<file path="src/rtl/sun_pll_pkg.sv">
// Shared types and helpers for the SUN PLL feedback divider slice.
package sun_pll_pkg;

  typedef enum logic [1:0] {
    S_KICK,
    S_ARM,
    S_TRACK
  } state_e;

  localparam int unsigned DIVN_MIN = 2;

  function automatic int unsigned clamp_divn(input int unsigned n);
    return (n < DIVN_MIN) ? DIVN_MIN : n;
  endfunction

endpackage

</file>
<file path="src/rtl/sun_pll_sync.sv">
// Multi-flop synchroniser for an asynchronous reference clock plus a one-cycle rising-edge pulse.
module sun_pll_sync #(
  parameter int SYNC_STAGES = 2
) (
  input  logic ck,
  input  logic rst_n,
  input  logic d,
  output logic rise
);

  logic [SYNC_STAGES-1:0] sync_q, sync_d;
  logic                   edge_q, edge_d;

  always_comb begin
    sync_d = {sync_q[SYNC_STAGES-2:0], d};
    edge_d = sync_q[SYNC_STAGES-1];
  end

  always_ff @(posedge ck or negedge rst_n) begin
    if (!rst_n) begin
      sync_q <= '0;
      edge_q <= 1'b0;
    end else begin
      sync_q <= sync_d;
      edge_q <= edge_d;
    end
  end

  assign rise = sync_q[SYNC_STAGES-1] & ~edge_q;

endmodule

</file>
<file path="src/rtl/sun_pll_divn_prog.sv">
// Programmable CK divider producing CK_FB, with power-up KICK pulse and
// reference-period based digital lock detect, all in the CK domain.
module sun_pll_divn_prog
  import sun_pll_pkg::*;
#(
  parameter int WIDTH       = 8,
  parameter int SYNC_STAGES = 2,
  parameter int LOCK_TOL    = 2,
  parameter int LOCK_CNT    = 16,
  parameter int KICK_CYCLES = 64
) (
  input  logic             CK,
  input  logic             PWRUP_1V8,
  input  logic [WIDTH-1:0] DIV_N,
  input  logic             CK_REF,
  output logic             CK_FB,
  output logic             KICK,
  output logic             LOCK
);

  localparam int PER_W  = WIDTH + 1;
  localparam int CMP_W  = WIDTH + 2;
  localparam int GOOD_W = $clog2(LOCK_CNT + 1);
  localparam int KICK_W = $clog2(KICK_CYCLES + 1);
  localparam logic [PER_W-1:0] PER_MAX = '1;

  function automatic logic [PER_W-1:0] per_inc(input logic [PER_W-1:0] p);
    return (p == PER_MAX) ? PER_MAX : p + 1'b1;
  endfunction

  function automatic logic [GOOD_W-1:0] good_inc(input logic [GOOD_W-1:0] g);
    return (g >= GOOD_W'(LOCK_CNT)) ? GOOD_W'(LOCK_CNT) : g + 1'b1;
  endfunction

  // A saturated period means the reference is missing or far too slow: never good.
  function automatic logic in_tol(input logic [PER_W-1:0] p, input logic [WIDTH-1:0] n);
    logic [CMP_W-1:0] a, b, diff;
    a    = CMP_W'(p);
    b    = CMP_W'(n);
    diff = (a >= b) ? a - b : b - a;
    return (p != PER_MAX) && (diff <= CMP_W'(LOCK_TOL));
  endfunction

  logic [WIDTH-1:0]  cnt_q, cnt_d, n_act_q, n_act_d, n_req;
  logic              fb_q, fb_d;
  logic [KICK_W-1:0] kick_cnt_q, kick_cnt_d;
  logic              kick_q, kick_d, lock_q, lock_d;
  logic [PER_W-1:0]  per_q, per_d;
  logic [GOOD_W-1:0] good_q, good_d;
  state_e            state_q, state_d;
  logic              ref_rise, terminal, n_chg;

  sun_pll_sync #(.SYNC_STAGES(SYNC_STAGES)) u_sync (
    .ck    (CK),
    .rst_n (PWRUP_1V8),
    .d     (CK_REF),
    .rise  (ref_rise)
  );

  assign n_req = WIDTH'(clamp_divn(32'(DIV_N)));

  // Ratio is only adopted at the terminal count, so a period is never cut or stretched.
  always_comb begin
    terminal = (cnt_q == '0);
    n_act_d  = terminal ? n_req : n_act_q;
    cnt_d    = terminal ? n_req - 1'b1 : cnt_q - 1'b1;
    fb_d     = (cnt_d >= n_act_d - (n_act_d >> 1));
    n_chg    = terminal && (n_req != n_act_q);
    per_d    = ref_rise ? PER_W'(1) : per_inc(per_q);
  end

  always_comb begin
    state_d    = state_q;
    kick_cnt_d = kick_cnt_q;
    kick_d     = 1'b0;
    good_d     = good_q;
    lock_d     = 1'b0;
    case (state_q)
      S_KICK: begin
        good_d = '0;
        if (kick_cnt_q == KICK_W'(KICK_CYCLES)) begin
          state_d = S_ARM;
        end else begin
          kick_d     = 1'b1;
          kick_cnt_d = kick_cnt_q + 1'b1;
        end
      end
      S_ARM: begin
        good_d = '0;
        if (!n_chg && ref_rise) state_d = S_TRACK;
      end
      S_TRACK: begin
        // A ratio change outranks a coincident reference edge.
        if (n_chg) begin
          good_d  = '0;
          state_d = S_ARM;
        end else if (ref_rise) begin
          good_d = in_tol(per_q, n_act_q) ? good_inc(good_q) : '0;
        end
        lock_d = (good_d == GOOD_W'(LOCK_CNT));
      end
      default: begin
        state_d = S_KICK;
        good_d  = '0;
      end
    endcase
  end

  always_ff @(posedge CK or negedge PWRUP_1V8) begin
    if (!PWRUP_1V8) begin
      cnt_q      <= '0;
      n_act_q    <= WIDTH'(DIVN_MIN);
      fb_q       <= 1'b0;
      kick_cnt_q <= '0;
      kick_q     <= 1'b0;
      lock_q     <= 1'b0;
      per_q      <= '0;
      good_q     <= '0;
      state_q    <= S_KICK;
    end else begin
      cnt_q      <= cnt_d;
      n_act_q    <= n_act_d;
      fb_q       <= fb_d;
      kick_cnt_q <= kick_cnt_d;
      kick_q     <= kick_d;
      lock_q     <= lock_d;
      per_q      <= per_d;
      good_q     <= good_d;
      state_q    <= state_d;
    end
  end

  assign CK_FB = fb_q;
  assign KICK  = kick_q;
  assign LOCK  = lock_q;

endmodule
</file>
<file path="config.mk">
export PLATFORM = sky130hd
export DESIGN_NAME = sun_pll_divn_prog
export DESIGN_NICKNAME = d
export VERILOG_FILES = /design/src/rtl/sun_pll_pkg.sv /design/src/rtl/sun_pll_sync.sv /design/src/rtl/sun_pll_divn_prog.sv
export SDC_FILE = /design/constraint.sdc
export NUM_CORES = 1
export LEC_CHECK = 0
export CORE_MARGIN = 2
export CORE_UTILIZATION = 65
export CTS_BUF_LIST = sky130_fd_sc_hd__clkbuf_4
export DETAILED_ROUTE_END_ITERATION = 6
export GPL_TIMING_DRIVEN = 0
export PLACE_DENSITY = 0.86
export SYNTH_ARGS = -nofsm -noshare
export SYNTH_HDL_FRONTEND = slang
export SYNTH_SLANG_ARGS = --single-unit
</file>
<file path="constraint.sdc">
create_clock -name CK -period 10.3 [get_ports CK]
set_input_delay 2.06 -clock CK [delete_from_list [all_inputs] [get_ports CK]]
set_output_delay 2.06 -clock CK [all_outputs]
set_load 0.02 [all_outputs]
</file>
### Yosys cells after proc, flatten, opt, wreduce, memory -nomap -nowiden

Index checks and enable logic that the tools add are counted.

| word-level totals | value |
|---|---|
| bits in registers | 45 |
| bits of input ports | 11 |

| operators by class | value |
|---|---|
| add/subtract/negate cells | 8 |
| magnitude comparators | 5 |
| equality and inequality tests | 10 |
| muxes and demuxes | 19 |
| bitwise operators | 3 |
| reduce and logical (&&, ||, !) cells | 8 |

Operator list:

| cell | count |
|---|---|
| 5-bit 2-to-1 mux | 6 |
| 8-bit 2-to-1 mux | 3 |
| 9-bit 2-to-1 mux | 2 |
| 8-bit by 1-bit subtractor with 8-bit output (second input constant) | 2 |
| 10-bit by 2-bit less-or-equal comparator with 1-bit output (second input constant) | 1 |
| 10-bit 2-to-1 mux | 1 |
| 8-bit by 9-bit subtractor with 10-bit output | 1 |
| 9-bit by 8-bit subtractor with 10-bit output | 1 |
| 9-bit by 1-bit adder with 9-bit output (second input constant) | 1 |
| 9-bit == test (second input constant) | 1 |
| 9-bit by 8-bit >= comparator with 1-bit output | 1 |
| 9-bit inequality test (second input constant) | 1 |
| 8-bit >= comparator | 1 |
| 8-bit zero test | 1 |
| 8-bit by 2-bit less-than comparator with 1-bit output (second input constant) | 1 |
| 8-bit inequality test | 1 |
| 8-bit by 7-bit subtractor with 8-bit output | 1 |
| 7-bit by 1-bit adder with 7-bit output (second input constant) | 1 |
| 7-bit == test (second input constant) | 1 |
| 2-bit 2-to-1 mux | 3 |
| 2-bit inequality test (second input constant) | 3 |
| 2-bit one-hot mux with 3 select lines | 1 |
| 5-bit by 1-bit adder with 5-bit output (second input constant) | 1 |
| 5-bit == test (second input constant) | 1 |
| 11 further kinds | 16 |

### Longest topological paths before layout

Gate-level depths: netlist (run 1).

| depth | value |
|---|---|
| depth after elaboration | 10 |
| depth in mapped cells | 19 |
| gate-level depth less buffers | 17 |

### Cells and area by module

A second synthesis (run 1) with hierarchy kept.

| unflattened totals | value |
|---|---|
| cell total of the unflattened synthesis | 393 |
| area, all modules | 3552.2 um2 |

By module, submodules not included:

| module | times used | cells each | area each (um2) |
|---|---|---|---|
| sun_pll_divn_prog | 1 | 389 | 3463.3 |
| sun_pll_sync | 1 | 4 | 88.8 |

### Least setup slack after synthesis (run 1)

No wires, ideal clock.

| path | value |
|---|---|
| path kind | in2reg |
| from | in DIV_N[3] |
| to | reg fb_q, in the netlist CK_FB |
| setup time | 0.126 ns |
| data arrival time | 4.982 ns |
| data required time | 10.174 ns |
| setup slack | 5.193 ns |
| stages on the path | 16 |
| cells stage by stage | or4_4 o31ai_2 and2_1 a21o_1 ha_1 inv_1 fa_1 inv_1 ha_1 a21o_1 a21o_1 a21o_1 a21oi_1 nor2b_1 o21ai_0 a21oi_1 |

| on the way | value |
|---|---|
| cells in the longest elaborated chain, start to end | 5 |

RTL lines:

| item | line | text |
|---|---|---|
| start, declared | sun_pll_divn_prog.sv:14 | `input logic [WIDTH-1:0] DIV_N,` |
| 8-bit by 2-bit less-than comparator with 1-bit output | sun_pll_pkg.sv:13 | `return (n < DIVN_MIN) ? DIVN_MIN : n;` |
| 8-bit 2-to-1 mux | sun_pll_pkg.sv:13 |  |
| 8-bit 2-to-1 mux | sun_pll_divn_prog.sv:65 | `n_act_d = terminal ? n_req : n_act_q;` |
| net n_act_d[1] | sun_pll_divn_prog.sv:44 | `logic [WIDTH-1:0] cnt_q, cnt_d, n_act_q, n_act_d, n_req;` |
| 8-bit by 7-bit subtractor with 8-bit output | sun_pll_divn_prog.sv:67 | `fb_d = (cnt_d >= n_act_d - (n_act_d >> 1));` |
| 8-bit >= comparator | sun_pll_divn_prog.sv:67 |  |
| net fb_d | sun_pll_divn_prog.sv:45 | `logic fb_q, fb_d;` |
| end signal, assigned | sun_pll_divn_prog.sv:113 | `fb_q <= 1'b0;` |
| end signal, assigned | sun_pll_divn_prog.sv:123 | `fb_q <= fb_d;` |
| end, declared | sun_pll_divn_prog.sv:45 |  |

The timed path passes the listed nets, and every way through them passes these cells.
A chain may end at the register's enable or synchronous reset.

### Final worst setup path (run 1)

| path | value |
|---|---|
| from | in DIV_N[4] |
| to | reg fb_q, in the netlist CK_FB |

The elaborated chain is that of the path after synthesis.

==> results_dict.tcl, run 1 <==
set metrics [dict create \
    overflow 0 \
    slowest_stage "or4_4" \
    cts.sinks 45 \
    first_pass_iters 5 \
    cts_tree "built" \
    htree_levels 2 \
    met3_usage_pct 2.71 \
    wl_per_cell_um 15.7 \
    path_buf_inv 3 \
    ant_nets 0 \
    ys_async_sr_fraction_pct 100 \
    clock.fmax_mhz 179 \
    cts_buffer_depth 2 \
    clk_latency_ns 0.37 \
    startpoint_type "input port" \
    ctsResizeCount 0 \
    die_y_um 76.9 \
    synth_area_leaders "dfrtp_1 32%, ha_1 13%, xnor2_1 5.8%, a21oi_1 5.6%, inv_1 5.0%" \
    dieArea_um2 5920 \
    worstMarginPinSlew_ns 1.06 \
    hold_viol 0 \
    drive_above_1_share_pct 5.10 \
    synth-xor-area-share_pct 8.11 \
    p_sw_share_pct 48.3 \
    seq_power_share_pct 25.8 \
    grt_use_met2_pct 48.9 \
    diodes 0 \
    worstPathRequired_ns 10.57 \
    post-cts-setup-buffers 0 \
    grt_start_max_net_pins 27 \
    vias 2884 \
    p_leak_nw 1.72 \
    endpoint_kind "register" \
    synth_area_um2 3460 \
    synth_edf_count 0 \
    postSynthCellCount 391 \
    viasPerCell 5.98 \
    drv_cap 0 \
    synth_nets 442 \
    initialDrtViolationCount 126 \
    fin_crit_ns 5.58 \
    path_cells "clkdlybuf4s50_1 -> or4_4 -> o31ai_2 -> and2_1 -> a21o_1 -> ha_1 -> inv_1 -> fa_1 -> inv_1 -> ha_1 -> a21o_1 -> a21o_1 -> a21o_1 -> a21oi_1 -> nor2b_1 -> o21ai_0 -> a21oi_1" \
    rows 26 \
    power_mw 1.19 \
    synth_top_family_by_area "compound AO/OA/AOI/OAI gates" \
    synth_seq_cells 45 \
    rsz0062_at_grt "false" \
    setup_viol_count_final 0 \
    path_max_fanout 6 \
    placement.cell_area_um2 3680 \
    gp_congestion 0.889 \
    run_status "finished, final reports clean" \
    grtUsageMet1_pct 34.7 \
    cpPeakStageDelay_ns 0.61 \
    grt.total_usage_pct 27.5 \
    grt_pass1_wl_mm 13.2 \
    cts_buffers 5 \
    antenna_found_initial 0 \
    arrival_ns 5.85 \
    min_path_type "register to register" \
    dp_hpwl_mm 5.71 \
    cts.reportedPaths.clkPinSlew_ns 0.14 \
    synth-compound-area-share_pct 18.0 \
    avgSynthCellArea_um2 8.84 \
    synth_mux_area_share_pct 3.51 \
    fill_cells 396 \
    synth_top_area_cell "dfrtp_1" \
    cp_top_family "compound AO/OA/AOI/OAI gates" \
    drc 0 \
    ioPinCount 14 \
    skew_ns 0.0157 \
    grt_pass1_vias 2900 \
    setup_slack_ns 4.72 \
    dpl_worst_slack_ns 4.33 \
    irDropWorstVdd_uv 255 \
    finalMaxSlewViolations 0 \
    core-area_um2 5110 \
    synthToLayoutAreaGrowth_pct 8.14 \
    synth_cell_type_count 50 \
    yosysWarningCount 0 \
    crit_top_cell "a21o_1" \
    powerDensity_nw_per_um2 319 \
    die_x_um 76.9 \
    synth.top_cell.area_share_pct 31.8 \
    internal_power_mw 0.617 \
    cts-root-buf "clkbuf_4" \
    finalCritPeriodShare_pct 54.2 \
    wirelength_mm 7.55 \
    critPathKind "input port to register" \
    ys.flop_type "dfrtp_1" \
    synthAdderAreaFrac_pct 15.1 \
    synthSimpleGateAreaFrac_pct 16.6 \
    ys_seq_area_share_pct 32.6 \
    p_comb_share_pct 66.9 \
    stdcell_area_um2 3740 \
    postCtsHoldBufs 0 \
    start_util_pct 67.7 \
    grt_busiest_layer "met2" \
    io_buffers 12 \
    switching_power_mw 0.576 \
    clockPowerShare_pct 7.4 \
    relSlewSlack_pct 28.6 \
    tns_ns 0 \
    nets 462 \
]
## cells by family after synthesis
kind of cell             Yosys count
AO/OA/AOI/OAI                     94
XOR/XNOR                          32
adder cells (fa/ha/maj)           40
buffers and inverters             55
flip-flops                        45
multiplexers                      12
AND/OR/NAND/NOR                  113
## sequential cells by signal, summed over array words and instances (netlist names)
name	cells
KICK	1
cnt_q	8
u_sync.edge_q	1
per_q	9
n_act_q	8
state_q	2
kick_cnt_q	7
good_q	5
LOCK	1
CK_FB	1
u_sync.sync_q	2
## cell usage in the layout (no fill, tap or decap), types with 5 or more instances in the layout
master,n
inv_1,46
dfrtp_1,44
a21oi_1,39
ha_1,37
nor2_1,35
xnor2_1,23
nand2_1,19
o21ai_0,18
nand3_1,16
mux2i_1,11
clkdlybuf4s50_1,11
nand2b_1,10
xor2_1,9
clkbuf_1,8
a21o_1,6
nand4_1,6
nor3_1,5
clkbuf_4,5
## worst paths after layout
check	end	slack, ns	from	cells after the start
min	u_sync.sync_q[1]$_DFF_PN0_	0.37	u_sync.sync_q[0]$_DFF_PN0_	0
min reg2reg	u_sync.sync_q[1]$_DFF_PN0_	0.37	u_sync.sync_q[0]$_DFF_PN0_	0
max in group asynchronous	cnt_q[5]$_DFF_PN0_	8.16	PWRUP_1V8	2
max	CK_FB$_DFF_PN0_	4.72	DIV_N[4]	17
min in group asynchronous	per_q[7]$_DFF_PN0_	1.64	PWRUP_1V8	1
max reg2reg	CK_FB$_DFF_PN0_	6.04	cnt_q[3]$_DFF_PN0_	19
## layer usage
metal	wire length, um	part of all wire (%)
met5	0	0
met4	140	1.9
met3	218	2.9
met2	3890	51
met1	3310	44
## cells in the mapped netlist, types with 2 or more instances
| cell | instances |
|---|---|
| inv_1 | 46 |
| o211ai_1 | 2 |
| a2111oi_0 | 2 |
| a21o_1 | 6 |
| xnor2_1 | 23 |
| nand2_1 | 19 |
| nor2_1 | 35 |
| nand3b_1 | 2 |
| a31oi_1 | 3 |
| fa_1 | 3 |
| clkbuf_1 | 8 |
| mux2i_1 | 11 |
| nand2b_1 | 10 |
| o221ai_1 | 2 |
| a21oi_1 | 39 |
| a311oi_1 | 2 |
| nand4b_1 | 2 |
| dfrtp_1 | 44 |
| and2_1 | 3 |
| nand3_1 | 16 |
| nor2b_1 | 4 |
| o21ai_0 | 18 |
| o21bai_1 | 3 |
| nand4_1 | 6 |
| o21a_1 | 2 |
| nor4_1 | 4 |
| and3_1 | 3 |
| nor3_1 | 5 |
| xor2_1 | 9 |
| o22ai_1 | 3 |
| ha_1 | 37 |
## final cells by class
type,instances,area [um^2],area share [%]
Clock inverter,3,21.3,0.569
Buffer,9,35.0,0.937
Timing Repair Buffer,13,135,3.61
Clock buffer,5,37.5,1.00
Sequential cell,45,1130,30.2
Tap cell,70,87.6,2.34
Inverter,46,173,4.62
Multi-Input combinational cell,291,2120,56.8
## power groups by stage
stage / Combinational (mW) / Sequential, mW / Clock, mW
final: 0.798 / 0.307 / 0.0877
after global routing: 0.906 / 0.315 / 0.0964
after global placement: 0.740 / 0.302 / 0
after detailed placement: 0.780 / 0.307 / 0
after floorplan: 0.612 / 0.293 / 0
after CTS: 0.793 / 0.305 / 0.0890
## worst register-to-register path, delay by kind of cell (launching register included)
kind                     cells  cell delay [ns]
AO/OA/AOI/OAI                7             1.15
flip-flops                   1             0.45
adder cells (fa/ha/maj)      2             0.55
buffers and inverters        3             0.88
XOR/XNOR                     1             0.14
AND/OR/NAND/NOR              6             1.02
## per-stage QoR
step	instances	util [%]	hold slack [ns]
2_1_floorplan	391	-	0.331
5_1_grt	482	73.2	0.372
6_report	482	73.2	0.366
4_1_cts	482	73.2	0.368
3_3_place_gp	473	71.8	0.334
3_5_place_dp	474	72.0	0.336
Power figures use the tool's default switching activity.
==> run 2, diff against run 1 <==
--- a/config.mk
+++ b/config.mk
@@ -6,11 +6,11 @@
 export NUM_CORES = 1
 export LEC_CHECK = 0
 export CORE_MARGIN = 2
-export CORE_UTILIZATION = 65
+export CORE_UTILIZATION = 57
 export CTS_BUF_LIST = sky130_fd_sc_hd__clkbuf_4
 export DETAILED_ROUTE_END_ITERATION = 6
 export GPL_TIMING_DRIVEN = 0
-export PLACE_DENSITY = 0.86
+export PLACE_DENSITY = 0.8
 export SYNTH_ARGS = -nofsm -noshare
 export SYNTH_HDL_FRONTEND = slang
 export SYNTH_SLANG_ARGS = --single-unit
==> constraint.sdc (replaced) <==
create_clock -name CK -period 5.1 [get_ports CK]
set_input_delay 1.02 -clock CK [delete_from_list [all_inputs] [get_ports CK]]
set_output_delay 1.02 -clock CK [all_outputs]
set_load 0.02 [all_outputs]
==> run 2 against run 1 <==
  * Cell count rose by 1.0%
  * Hold slack gained 0.012 ns
  * Sequential share of layout area shrank 0.14 points
  * Via count shrank 3.2%
  * Total power up 99%
  * Clock-buffer cell count unchanged
  * Register-to-register slack worse by 5.1 ns
  * Clock power up 110%
  * Largest cell class unchanged
  * Highest routed layer unchanged
==> results_dict.tcl, run 2 (synthesis gave the netlist of run 1 again) <==
set metrics [dict create \
    rsz0062_at_grt "false" \
    htree_levels 2 \
    powerDensity_nw_per_um2 630 \
    grt_pass1_vias 2714 \
    fin_hold_ws_ns 0.378 \
    setup_viol_count_final 0 \
    final_cell_mix "46 x inv_1, 44 x dfrtp_1, 39 x a21oi_1, 37 x ha_1, 35 x nor2_1" \
    grt_pass1_wl_mm 11.8 \
    p_leak_nw 1.72 \
    arrival_ns 4.79 \
    dp_hpwl_mm 5.60 \
    clk_latency_ns 0.38 \
    irDropWorstVdd_uv 548 \
    cts-root-buf "clkbuf_4" \
    finalMaxSlewViolations 0 \
    grt.total_usage_pct 22.6 \
    diodes 0 \
    ant_nets 0 \
    cts_buffers 5 \
    largest_reg_flops 9 \
    die_x_um 81.9 \
    run_status "finished, final reports clean" \
    first_pass_iters 4 \
    top_register "per_q" \
    wirelength_mm 6.96 \
    tns_ns 0 \
    core-area_um2 5890 \
    cts_tree "built" \
    fill_cells 510 \
    vias 2792 \
    wl_per_cell_um 14.3 \
    dieArea_um2 6700 \
    cts_buffer_depth 2 \
    antenna_found_initial 0 \
    synthToLayoutAreaGrowth_pct 8.65 \
    reg2reg_depth 19 \
    layout_commonest_cell "inv_1" \
    critPathKind "input port to register" \
    reg2reg_slack_ns 0.90 \
    stdcell_area_um2 3760 \
    cts.sinks 45 \
    nets 462 \
    fin_crit_ns 4.53 \
    io_buffers 12 \
    hold_viol 0 \
    cts.reportedPaths.clkPinSlew_ns 0.16 \
    path_max_fanout 6 \
    gp_congestion 0.874 \
    clock.fmax_mhz 221 \
    ctsResizeCount 0 \
    overflow 0 \
    die_y_um 81.9 \
    placement.cell_area_um2 3690 \
    worstPathRequired_ns 5.36 \
    drv_cap 0 \
    finalCritPeriodShare_pct 88.8 \
    startpoint_type "input port" \
    grt_start_max_net_pins 24 \
    reg_top3 "per_q (9), cnt_q (8), n_act_q (8)" \
    worstMarginPinSlew_ns 1.06 \
    hold-path-cell-count 0 \
    viasPerCell 5.73 \
    initialDrtViolationCount 95 \
    post-cts-setup-buffers 0 \
    start_util_pct 58.7 \
    drive_above_1_share_pct 5.10 \
    relSlewSlack_pct 28.8 \
    skew_ns 0.0213 \
    endpoint_kind "register" \
    rows 28 \
    min_path_type "register to register" \
    postCtsHoldBufs 0 \
    drc 0 \
    ioPinCount 14 \
]
[run 2: path summary, 6_finish.rpt]
check                                      startpoint                    endpoint
max                                          DIV_N[3]             CK_FB$_DFF_PN0_
min                        u_sync.sync_q[0]$_DFF_PN0_  u_sync.sync_q[1]$_DFF_PN0_
max reg2reg                        cnt_q[3]$_DFF_PN0_             CK_FB$_DFF_PN0_
min reg2reg                u_sync.sync_q[0]$_DFF_PN0_  u_sync.sync_q[1]$_DFF_PN0_
max in group asynchronous                   PWRUP_1V8              KICK$_DFF_PN0_
min in group asynchronous                   PWRUP_1V8          per_q[7]$_DFF_PN0_
[run 2: worst max-delay path: stages]
cell	delay (ns)
clkdlybuf4s50_1	0.53
or4_4	0.63
o31ai_2	0.26
and2_1	0.20
a21o_1	0.17
ha_1	0.19
inv_1	0.05
fa_1	0.49
inv_1	0.05
ha_1	0.26
a21o_1	0.16
a21o_1	0.17
a21o_1	0.17
a21oi_1	0.16
nor2b_1	0.06
o21ai_0	0.15
a21oi_1	0.08
[run 2: where the power goes]
part           internal [mW]  switching [mW]
Sequential             0.480           0.133
Clock                 0.0563           0.126
Combinational          0.709           0.862
[run 2: layout make-up]
cell class                 count  area (um^2)  share of cell area [%]
clock buffer                   5         37.5                   0.999
multi-input combinational    291         2120                    56.5
timing repair buffer          13          143                    3.80
sequential                    45         1130                    30.0
clock inverter                 3         25.0                   0.666
tap                           75         93.8                    2.50
buffer                         9         35.0                   0.933
inverter                      46          173                    4.60
[run 2: metal layers]
metal,vias up,part of all wire [%],track usage [%],wire (um)
li1,1395,-,-,-
met1,1343,46,28.8,3190
met2,44,50,39.3,3500
met3,10,2.3,2.20,162
met4,0,1.7,9.00,116
met5,-,0,0,0
[run 2: per-stage QoR]
stage / utilization [%] / cells / power (mW) / setup slack [ns]
3_5_place_dp: 62.8 / 479 / 2.19 / 0.168
5_1_grt: 63.8 / 487 / 2.62 / 0.350
6_report: 63.8 / 487 / 2.37 / 0.571
3_3_place_gp: 62.4 / 478 / 2.11 / 0.209
2_1_floorplan: - / 391 / 1.83 / 1.03
4_1_cts: 63.8 / 487 / 2.38 / 0.562
